<file path="config.mk">
export PLATFORM = sky130hd
export DESIGN_NAME = pe_sparse_mc
export DESIGN_NICKNAME = d
export VERILOG_FILES = /design/src/rtl/pe_pkg.sv /design/src/rtl/pe_weight_bank.sv /design/src/rtl/pe_sparse_mc.sv
export SDC_FILE = /design/constraint.sdc
export NUM_CORES = 1
export LEC_CHECK = 0
export ABC_AREA = 1
export CORE_MARGIN = 5
export CORE_UTILIZATION = 35
export DETAILED_ROUTE_END_ITERATION = 8
export GPL_TIMING_DRIVEN = 0
export MAX_ROUTING_LAYER = met4
export PLACE_DENSITY = 0.57
export SETUP_SLACK_MARGIN = 0.05
export SLEW_MARGIN = 20
export SYNTH_ARGS = -nofsm -noshare
export SYNTH_HDL_FRONTEND = slang
export SYNTH_SLANG_ARGS = --single-unit
</file>
<file path="constraint.sdc">
create_clock -name clk_i -period 13.99 [get_ports clk_i]
set_input_delay 2.0985 -clock clk_i [delete_from_list [all_inputs] [get_ports clk_i]]
set_output_delay 2.0985 -clock clk_i [all_outputs]
set_load 0.01 [all_outputs]
</file>
<file path="src/rtl/pe_pkg.sv">
// rtl/pe_pkg.sv - shared types and saturating arithmetic for the sparse PE
// Contents: FSM state enum, wide calculation width, signed saturation limits
//           and a saturating add clamped to a caller-supplied accumulator width.
package pe_pkg;

   typedef enum logic [1:0] {
      ST_IDLE = 2'd0,
      ST_RUN  = 2'd1,
      ST_MAC  = 2'd2,
      ST_OUT  = 2'd3
   } pe_state_t;

   // Sums are formed at this width so that two in-range ACC_WIDTH operands
   // can never overflow before clamping.
   localparam int CALC_W = 64;

   function automatic logic signed [CALC_W-1:0] sat_max(input int unsigned width);
      logic signed [CALC_W-1:0] one;
      one = 1;
      return (one <<< (width - 1)) - one;
   endfunction

   function automatic logic signed [CALC_W-1:0] sat_min(input int unsigned width);
      return ~sat_max(width);
   endfunction

   function automatic logic signed [CALC_W-1:0] sat_add(
      input logic signed [CALC_W-1:0] a,
      input logic signed [CALC_W-1:0] b,
      input int unsigned              width
   );
      logic signed [CALC_W-1:0] s;
      s = a + b;
      if (s > sat_max(width)) begin
         return sat_max(width);
      end
      if (s < sat_min(width)) begin
         return sat_min(width);
      end
      return s;
   endfunction

endpackage

</file>
<file path="src/rtl/pe_weight_bank.sv">
// rtl/pe_weight_bank.sv - NUM_CH x N signed weight register file
// Ports: clk_i, rst_n_i (sync active-low clear); we_i/wr_ch_i/wr_tap_i/wr_data_i
//        single write port; rd_tap_i shared read tap; rd_data_o packed weights
//        (channel 0 in LSBs); nz_mask_o[ch] = weight[ch][rd_tap_i] != 0.
module pe_weight_bank #(
   parameter int F_WIDTH = 8,
   parameter int N       = 3,
   parameter int NUM_CH  = 2,
   parameter int CH_W    = (NUM_CH > 1) ? $clog2(NUM_CH) : 1,
   parameter int TAP_W   = (N > 1) ? $clog2(N) : 1
) (
   input  logic                        clk_i,
   input  logic                        rst_n_i,
   input  logic                        we_i,
   input  logic [CH_W-1:0]             wr_ch_i,
   input  logic [TAP_W-1:0]            wr_tap_i,
   input  logic signed [F_WIDTH-1:0]   wr_data_i,
   input  logic [TAP_W-1:0]            rd_tap_i,
   output logic [NUM_CH*F_WIDTH-1:0]   rd_data_o,
   output logic [NUM_CH-1:0]           nz_mask_o
);

   logic signed [F_WIDTH-1:0] w_q [NUM_CH][N];

   always_ff @(posedge clk_i) begin
      for (int c = 0; c < NUM_CH; c++) begin
         for (int t = 0; t < N; t++) begin
            if (!rst_n_i) begin
               w_q[c][t] <= '0;
            end else if (we_i && wr_ch_i == CH_W'(c) && wr_tap_i == TAP_W'(t)) begin
               w_q[c][t] <= wr_data_i;
            end
         end
      end
   end

   // Out-of-range taps read as zero, so they never trigger a MAC.
   always_comb begin
      rd_data_o = '0;
      nz_mask_o = '0;
      for (int c = 0; c < NUM_CH; c++) begin
         for (int t = 0; t < N; t++) begin
            if (rd_tap_i == TAP_W'(t)) begin
               rd_data_o[c*F_WIDTH +: F_WIDTH] = w_q[c][t];
               nz_mask_o[c] = (w_q[c][t] != '0);
            end
         end
      end
   end

endmodule

</file>
<file path="src/rtl/pe_sparse_mc.sv">
// rtl/pe_sparse_mc.sv - multi-channel zero-skipping MAC processing element
// Ports: clk_i, rst_n_i (sync active-low); w_load_i/w_ch_i/w_tap_i/w_data_i
//        weight writes (IDLE only); cfg_len_i/start_i window control;
//        feat_valid_i/feat_i/f_sel_i/feat_ready_o feature input; top_psum_i
//        upstream sums; out_valid_o/out_ready_i/out_psum_o result; busy_o.
module pe_sparse_mc
   import pe_pkg::*;
#(
   parameter int I_WIDTH   = 8,
   parameter int F_WIDTH   = 8,
   parameter int N         = 3,
   parameter int NUM_CH    = 2,
   parameter int ACC_WIDTH = I_WIDTH + F_WIDTH + 4,
   parameter int LEN_WIDTH = 8,
   parameter int CH_W      = (NUM_CH > 1) ? $clog2(NUM_CH) : 1,
   parameter int TAP_W     = (N > 1) ? $clog2(N) : 1
) (
   input  logic                          clk_i,
   input  logic                          rst_n_i,
   input  logic                          w_load_i,
   input  logic [CH_W-1:0]               w_ch_i,
   input  logic [TAP_W-1:0]              w_tap_i,
   input  logic signed [F_WIDTH-1:0]     w_data_i,
   input  logic [LEN_WIDTH-1:0]          cfg_len_i,
   input  logic                          start_i,
   input  logic                          feat_valid_i,
   input  logic signed [I_WIDTH-1:0]     feat_i,
   input  logic [TAP_W-1:0]              f_sel_i,
   output logic                          feat_ready_o,
   input  logic [NUM_CH*ACC_WIDTH-1:0]   top_psum_i,
   output logic                          out_valid_o,
   input  logic                          out_ready_i,
   output logic [NUM_CH*ACC_WIDTH-1:0]   out_psum_o,
   output logic                          busy_o
);

   localparam int PROD_W = I_WIDTH + F_WIDTH;

   pe_state_t                  state_q;
   logic signed [I_WIDTH-1:0]  freg_q [N];
   logic signed [ACC_WIDTH-1:0] acc_q [NUM_CH];
   logic signed [ACC_WIDTH-1:0] acc_nx [NUM_CH];
   logic signed [ACC_WIDTH-1:0] top_ch [NUM_CH];
   logic [LEN_WIDTH-1:0]       len_q, cnt_q, cnt_inc;
   logic [TAP_W-1:0]           sel_q, rd_tap;
   logic [NUM_CH-1:0]          mask_q, mask_rest, mac_onehot, nz_mask;
   logic signed [I_WIDTH-1:0]  op_q, op_nx;
   logic signed [F_WIDTH-1:0]  w_sel;
   logic signed [PROD_W-1:0]   prod;
   logic [NUM_CH*F_WIDTH-1:0]  rd_w;
   logic [NUM_CH*ACC_WIDTH-1:0] out_nx;
   logic                       ready_q, valid_q, busy_q, accept;

   // While a feature is being MACed the bank must keep reading its latched tap.
   assign rd_tap = (state_q == ST_MAC) ? sel_q : f_sel_i;

   pe_weight_bank #(
      .F_WIDTH (F_WIDTH),
      .N       (N),
      .NUM_CH  (NUM_CH),
      .CH_W    (CH_W),
      .TAP_W   (TAP_W)
   ) u_bank (
      .clk_i     (clk_i),
      .rst_n_i   (rst_n_i),
      .we_i      (w_load_i && (state_q == ST_IDLE)),
      .wr_ch_i   (w_ch_i),
      .wr_tap_i  (w_tap_i),
      .wr_data_i (w_data_i),
      .rd_tap_i  (rd_tap),
      .rd_data_o (rd_w),
      .nz_mask_o (nz_mask)
   );

   assign accept  = ready_q && feat_valid_i;
   assign cnt_inc = cnt_q + LEN_WIDTH'(1);

   // Operand is the tap selected after this cycle's shift: tap 0 is feat_i,
   // tap k is what currently sits in freg_q[k-1].
   always_comb begin
      op_nx = feat_i;
      for (int k = 1; k < N; k++) begin
         if (f_sel_i == TAP_W'(k)) begin
            op_nx = freg_q[k-1];
         end
      end
   end

   // Lowest set bit of the pending mask picks this cycle's channel.
   assign mac_onehot = mask_q & ~(mask_q - NUM_CH'(1));
   assign mask_rest  = mask_q & (mask_q - NUM_CH'(1));

   always_comb begin
      w_sel = '0;
      for (int c = 0; c < NUM_CH; c++) begin
         if (mac_onehot[c]) begin
            w_sel = rd_w[c*F_WIDTH +: F_WIDTH];
         end
      end
   end

   assign prod = $signed({{F_WIDTH{op_q[I_WIDTH-1]}}, op_q})
               * $signed({{I_WIDTH{w_sel[F_WIDTH-1]}}, w_sel});

   always_comb begin
      out_nx = '0;
      for (int c = 0; c < NUM_CH; c++) begin
         top_ch[c] = $signed(top_psum_i[c*ACC_WIDTH +: ACC_WIDTH]);
         acc_nx[c] = acc_q[c];
         if (state_q == ST_MAC && mac_onehot[c]) begin
            acc_nx[c] = ACC_WIDTH'(sat_add({{(CALC_W-ACC_WIDTH){acc_q[c][ACC_WIDTH-1]}}, acc_q[c]},
                                           {{(CALC_W-PROD_W){prod[PROD_W-1]}}, prod},
                                           ACC_WIDTH));
         end
         // Built from acc_nx so the final MAC lands in the result the same cycle.
         out_nx[c*ACC_WIDTH +: ACC_WIDTH] =
            ACC_WIDTH'(sat_add({{(CALC_W-ACC_WIDTH){acc_nx[c][ACC_WIDTH-1]}}, acc_nx[c]},
                               {{(CALC_W-ACC_WIDTH){top_ch[c][ACC_WIDTH-1]}}, top_ch[c]},
                               ACC_WIDTH));
      end
   end

   always_ff @(posedge clk_i) begin
      if (!rst_n_i) begin
         state_q    <= ST_IDLE;
         len_q      <= '0;
         cnt_q      <= '0;
         sel_q      <= '0;
         mask_q     <= '0;
         op_q       <= '0;
         out_psum_o <= '0;
         ready_q    <= 1'b0;
         valid_q    <= 1'b0;
         busy_q     <= 1'b0;
         for (int k = 0; k < N; k++) freg_q[k] <= '0;
         for (int c = 0; c < NUM_CH; c++) acc_q[c] <= '0;
      end else begin
         case (state_q)
            ST_IDLE: begin
               if (start_i) begin
                  len_q  <= cfg_len_i;
                  cnt_q  <= '0;
                  busy_q <= 1'b1;
                  for (int c = 0; c < NUM_CH; c++) acc_q[c] <= '0;
                  if (cfg_len_i != '0) begin
                     state_q <= ST_RUN;
                     ready_q <= 1'b1;
                  end else begin
                     // Empty window: accumulators are zero, result is the upstream sum.
                     state_q    <= ST_OUT;
                     valid_q    <= 1'b1;
                     out_psum_o <= top_psum_i;
                  end
               end
            end
            ST_RUN: begin
               if (accept) begin
                  freg_q[0] <= feat_i;
                  for (int k = 1; k < N; k++) freg_q[k] <= freg_q[k-1];
                  op_q   <= op_nx;
                  sel_q  <= f_sel_i;
                  mask_q <= nz_mask;
                  cnt_q  <= cnt_inc;
                  if (nz_mask != '0) begin
                     state_q <= ST_MAC;
                     ready_q <= 1'b0;
                  end else if (cnt_inc == len_q) begin
                     state_q    <= ST_OUT;
                     ready_q    <= 1'b0;
                     valid_q    <= 1'b1;
                     out_psum_o <= out_nx;
                  end
               end
            end
            ST_MAC: begin
               for (int c = 0; c < NUM_CH; c++) acc_q[c] <= acc_nx[c];
               mask_q <= mask_rest;
               if (mask_rest == '0) begin
                  if (cnt_q == len_q) begin
                     state_q    <= ST_OUT;
                     valid_q    <= 1'b1;
                     out_psum_o <= out_nx;
                  end else begin
                     state_q <= ST_RUN;
                     ready_q <= 1'b1;
                  end
               end
            end
            ST_OUT: begin
               if (out_ready_i) begin
                  state_q <= ST_IDLE;
                  valid_q <= 1'b0;
                  busy_q  <= 1'b0;
               end
            end
            default: begin
               state_q <= ST_IDLE;
               ready_q <= 1'b0;
               valid_q <= 1'b0;
               busy_q  <= 1'b0;
            end
         endcase
      end
   end

   assign feat_ready_o = ready_q;
   assign out_valid_o  = valid_q;
   assign busy_o       = busy_q;

endmodule

</file>
==> results of run 1 <==
[power groups by stage]
stage / registers [W] / logic (W) / clock network (W)
2_1_floorplan: 0.000747 / 0.00123 / 0
3_3_place_gp: 0.000749 / 0.00177 / 0
3_5_place_dp: 0.000746 / 0.00178 / 0
4_1_cts: 0.000736 / 0.00179 / 0.000482
5_1_grt: 0.000748 / 0.00200 / 0.000497
6_report: 0.000735 / 0.00179 / 0.000465
[synthesized netlist by cell type, types with 2 or more instances]
library cell  count
a211oi_1          3
a21boi_0          2
a21o_1            3
a21oi_1         158
a21oi_2          10
a21oi_4           2
a221oi_1          3
a31oi_1           2
and2_1            3
buf_2             6
buf_4             9
buf_6             8
clkbuf_1         26
clkinv_1          2
dfxtp_1          73
edfxtp_1        104
fa_1             60
ha_1            120
inv_1           377
nand2_1         692
nand2_2           8
nand3_1          83
nand3b_1          7
nand4_1          39
nor2_1          329
nor2_2            2
nor2_4            2
nor3_1           14
nor3_2            2
o2111ai_1         4
o211ai_1         11
o21a_1            5
o21ai_0          63
o21ai_1          26
o21ai_2           2
o21bai_1         15
o221ai_1          2
o32ai_1           8
or2_2            54
xnor2_1          34
xor2_1           48
[stage by stage]
step	cell area, sq um	power, W	hold WS (ps)	setup WS (ps)	utilization, %
floorplan	16700	0.00198	443	3370	-
global placement	18700	0.00252	455	576	39.2
detailed placement	18700	0.00252	454	940	39.3
CTS	19200	0.00301	465	1450	40.5
global route	19200	0.00325	499	520	40.5
finish	19200	0.00299	464	1390	40.5
[sequential cells by signal, summed over array words and instances, names as in the netlist]
signal,cells
len_q,8
acc_q,40
mask_q,2
busy_o,1
u_bank.w_q,48
freg_q,16
state_q,2
out_valid_o,1
sel_q,2
op_q,8
out_psum_o,40
feat_ready_o,1
cnt_q,8
[per-layer routing]
| layer | up-vias | wire (microns) |
|---|---|---|
| li1 | 8001 | - |
| met1 | 7023 | 24300 |
| met2 | 309 | 22800 |
| met3 | 48 | 1910 |
| met4 | 0 | 856 |
| met5 | - | 0 |
[path summary, 6_finish.rpt]
path	end	slack [ps]	cells after the start
max	out_psum_o[14]$_SDFFE_PN0P_	1390	52
min	mask_q[1]$_SDFFE_PN0P_	460	2
max reg2reg	out_psum_o[14]$_SDFFE_PN0P_	2810	55
min reg2reg	mask_q[1]$_SDFFE_PN0P_	460	2
[cell type report]
| type | count | area [sq um] |
|---|---|---|
| sequential | 177 | 4580 |
| clock buffer | 17 | 425 |
| multi-input combinational | 1824 | 10400 |
| timing repair buffer | 118 | 1190 |
| buffer | 49 | 285 |
| tap | 615 | 769 |
| inverter | 380 | 1430 |
| fill | 5042 | 28300 |
| clock inverter | 15 | 125 |
[placed cells by master, fill, tap and decap left out, types with 11 or more instances in the layout]
cell               n
a21oi_1          158
clkbuf_1          26
clkbuf_16         17
clkdlybuf4s50_1  117
dfxtp_1           73
edfxtp_1         104
fa_1              60
ha_1             120
inv_1            377
nand2_1          692
nand3_1           82
nand4_1           39
nor2_1           329
nor3_1            14
o211ai_1          11
o21ai_0           63
o21ai_1           26
o21bai_1          15
or2_2             54
xnor2_1           33
xor2_1            48
[cells by family after synthesis]
kind of cell / synth area share, %
simple gates: 30.9
buf+inv: 10.2
compound gates: 11.0
fa+ha+maj: 16.2
flops: 27.4
xor+xnor: 4.30
[worst min-delay path, delay by kind of cell (launching register included)]
family / cells / cell delay (ps)
AND/OR/NAND/NOR: 1 / 60
AO/OA/AOI/OAI: 1 / 50
flip-flops: 1 / 310
==> metrics.txt, run 1 <==
class of the worst hold path=reg2reg; Clock Tree Root=clkbuf_16; worst slew pin tran=1040 ps; register bit total from synthesis=177; most frequent CP cell=nand2_1; Comb power frac=59.9%; max incr delay on CP=640 ps; Clock power frac=15.5%; share of cells above drive strength 1=5.58%; Sw Share=48.3%; setup bufs post-CTS=0; CTS Buf Count=17; Seq pwr share=24.6%; H-tree depth=4; Max Clock Skew=14.6 ps; setup violators final=0; share of synthesized registers carrying an async set or reset=0%; Initial DRT Pass Iterations=6; clock tree buffer depth=2; Tot GR Track Use=19.3%; MaxCap Viol Count=0; Slowest-stage cell, CP=xnor2_2; initial drt markers=856; min Tclk post-route=12600 ps; routed wire length=49800 microns; Final Hold Vio Count=0; achievable frequency=79.4 MHz; fin cells=3195; P per Cell Area=156 nW/um^2; CP Buf/Inv Count=11; CP Launch Type=input pin; LEAKAGE=9.37 nW; critical path arrival=12930 ps; top cells by area, synth=edfxtp_1 19%, nand2_1 16%, ha_1 9.0%, dfxtp_1 8.7%, inv_1 8.5%; YS warnings=0; layer with the highest usage=met2; RSZ-0062 raised after global routing=false; post-route ant nets=0; Yosys top cell area share=18.7%; Most used DFF post-synth=edfxtp_1; port bufs=117; ANT cells=0; Slew Limit Fails=0; cts hold-fix bufs=0; Int Pwr=0.00155 W; placer's final routability congestion estimate=0.947; CTS tree=built; Initial Util=35.2%; number of synthesized flops with an enable pin=104; Core ar.=47500 sq um; Worst Setup SP=f_sel_i[0]; CTS Sinks=177; largest net degree at the start of global routing=30; syn_area_per_cell=6.88 sq um; switching power=0.00145 W; area leader, netlist=edfxtp_1; Die Height=229 microns; post-cts sizing count=0; peak supply drop=130 uV; WL per Instance=15.6 microns; area delta synth->final=15.1%; Req. time, crit path=14320 ps; met2 Track Usage GR=30.8%; Synth cell types=50; vias in the first global route=14897; Setup CP Type=in2reg; crit end category=flip-flop; initial antenna violation count=0; Critical R2R Launch=state_q[0]$_SDFFE_PN0P_; CP top delay family=adder cells; grt total ovfl=0; clock slew at reported path FFs=70 ps; Skew-Pair Late Insertion Delay=490 ps; final net count=2822; crit-path max FO=12; net count after synthesis=2685; sequential area share after synthesis=27.4%; drc violations=0; via density per instance=4.81; Tcrit/Tclk final=90.1%; Mapped Area=16700 sq um; Post-Synthesis Cells=2430; GR Util met1=25.9%; die width=229 microns; number of vias in the routed layout=15381; Slew headroom=30.7%; met3 track demand over resource=3.19%; first-pass GRT wire length=79000 microns; worst hold path startpoint=mask_q[1]$_SDFFE_PN0P_; Top Ports=118; Fin Setup TNS=0 ps; DP HPWL=41300 microns; num rows=80; die area=52200 sq um; placed insts=3163; run status=completed
Power figures use the tool's default switching activity.
==> run 2: changes to the inputs <==
CORE_MARGIN = 2   (was 5)
==> metrics.txt, run 2 (synthesis results as in run 1) <==
run status=completed; Skew-Pair Late Insertion Delay=490 ps (about the same); Req. time, crit path=14340 ps (+20 ps); routed wire length=49700 microns (-0.27%); CP Launch Type=input pin; Clock Tree Root=clkbuf_16; Fin Setup TNS=0 ps (unchanged); fin util=40.6% (+0.088 points); setup violators final=0 (unchanged); most frequent CP cell=nand2_1; achievable frequency=80.3 MHz (+1.2%); clock slew at reported path FFs=70 ps (about the same); grt total ovfl=0 (unchanged); first-pass GRT wire length=79700 microns (+0.90%); RSZ-0062 raised after global routing=false; via density per instance=4.87 (+1.1%); crit end category=flip-flop; post-route ant nets=0 (unchanged); die width=223 microns (-2.6%); final net count=2822 (unchanged); Max Clock Skew=14.6 ps (+0.00230 ps); Initial DRT Pass Iterations=6 (unchanged); max reg flops=48 (unchanged); worst slew pin tran=921 ps (-116 ps); hold_ws=473 ps (+9.29 ps); Core ar.=47400 sq um (-0.21%); setup bufs post-CTS=0 (unchanged); critical path arrival=12800 ps (-130 ps); area delta synth->final=15.1% (about the same); CTS tree=built; CTS Sinks=177 (unchanged); top flop regs=u_bank.w_q: 48 flops, acc_q: 40 flops, out_psum_o: 40 flops; cts hold-fix bufs=0 (unchanged); MaxCap Viol Count=0 (unchanged); initial antenna violation count=0 (unchanged); Top Ports=118 (unchanged); P per Cell Area=156 nW/um^2 (+0.13%); min Tclk post-route=12450 ps (-153 ps); H-tree depth=4 (unchanged); placer's final routability congestion estimate=0.949 (+0.31%); peak supply drop=76.3 uV (-41%); most frequent cells in the layout=692 x nand2_1, 377 x inv_1, 329 x nor2_1, 158 x a21oi_1, 120 x ha_1; Initial Util=35.2% (+0.074 points); Slowest-stage cell, CP=xnor2_2; largest net degree at the start of global routing=30 (unchanged); share of cells above drive strength 1=5.62% (+0.039 points); port bufs=117 (unchanged); Tot GR Track Use=21.0% (+1.7 points); number of vias in the routed layout=15551 (+1.1%); die area=49500 sq um (-5.2%); post-route cell area=19200 sq um (about the same); CTS Buf Count=17 (unchanged); drc violations=0 (unchanged); num rows=80 (unchanged); WL per Instance=15.6 microns (-0.27%); Final Hold Vio Count=0 (unchanged); clock tree buffer depth=2 (unchanged); post-cts sizing count=0 (unchanged); vias in the first global route=15178 (+1.9%); Setup CP Type=in2reg; class of the worst hold path=reg2reg; DP HPWL=40900 microns (-1.1%); initial drt markers=1057 (+23%); crit-path max FO=12 (unchanged); max incr delay on CP=670 ps (+30 ps); Slew Limit Fails=0 (unchanged); most common cell after layout, fill and taps aside=nand2_1; ANT cells=0 (unchanged); LEAKAGE=9.37 nW (about the same); Top reg by flops=u_bank.w_q; Slew headroom=38.4% (+7.7 points); Tcrit/Tclk final=89.0% (-1.1 points); placed cell area=18700 sq um (unchanged); Die Height=223 microns (-2.6%)
## run 2: metal layers
metal | GRT usage [%] | part of all wire [%] | up-vias
li1 | - | - | 7992
met1 | 27.7 | 48 | 7132
met2 | 32.9 | 45 | 360
met3 | 3.20 | 4.4 | 67
met4 | 7.23 | 2.9 | 0
met5 | - | 0 | -
## run 2: report_power, final
part | switching [W] | total (W) | internal, W
registers | 0.0000686 | 0.000736 | 0.000668
clock network | 0.000236 | 0.000468 | 0.000232
logic | 0.00114 | 0.00179 | 0.000649
total | 0.00145 | 0.00300 | 0.00155
## run 2: area by class of cell
class,instances,area (sq um)
plain buffers,49,285
multi-input cells,1824,10400
repair buffers,118,1190
clock inverters,14,123
flip-flops and latches,177,4580
inverters,380,1430
well taps,615,769
fillers,5131,28200
clock buffers,18,429
## run 2: critical path, delay by kind of cell
kind / cells / cell delay [ps]
xor+xnor: 1 / 670
buf+inv: 11 / 1770
simple gates: 23 / 2730
fa+ha+maj: 8 / 3560
compound gates: 10 / 1950
## run 2: path summary, 6_finish.rpt
check                           cells after the start  slack, ps                        start                     endpoint
worst min register to register                      2        470  out_psum_o[16]$_SDFFE_PN0P_  out_psum_o[16]$_SDFFE_PN0P_
worst min-delay path                                2        470  out_psum_o[16]$_SDFFE_PN0P_  out_psum_o[16]$_SDFFE_PN0P_
worst max register to register                     56       2710      state_q[0]$_SDFFE_PN0P_  out_psum_o[37]$_SDFFE_PN0P_
worst max-delay path                               53       1540                   f_sel_i[0]  out_psum_o[37]$_SDFFE_PN0P_
## run 2: through the flow
stage          std cells  setup WS [ps]  power (W)
6_report            3195           1540    0.00300
5_1_grt             3195            663    0.00326
4_1_cts             3195           1580    0.00301
3_5_place_dp        3163           1120    0.00252
3_3_place_gp        3162            745    0.00251
2_1_floorplan       2430           3370    0.00198
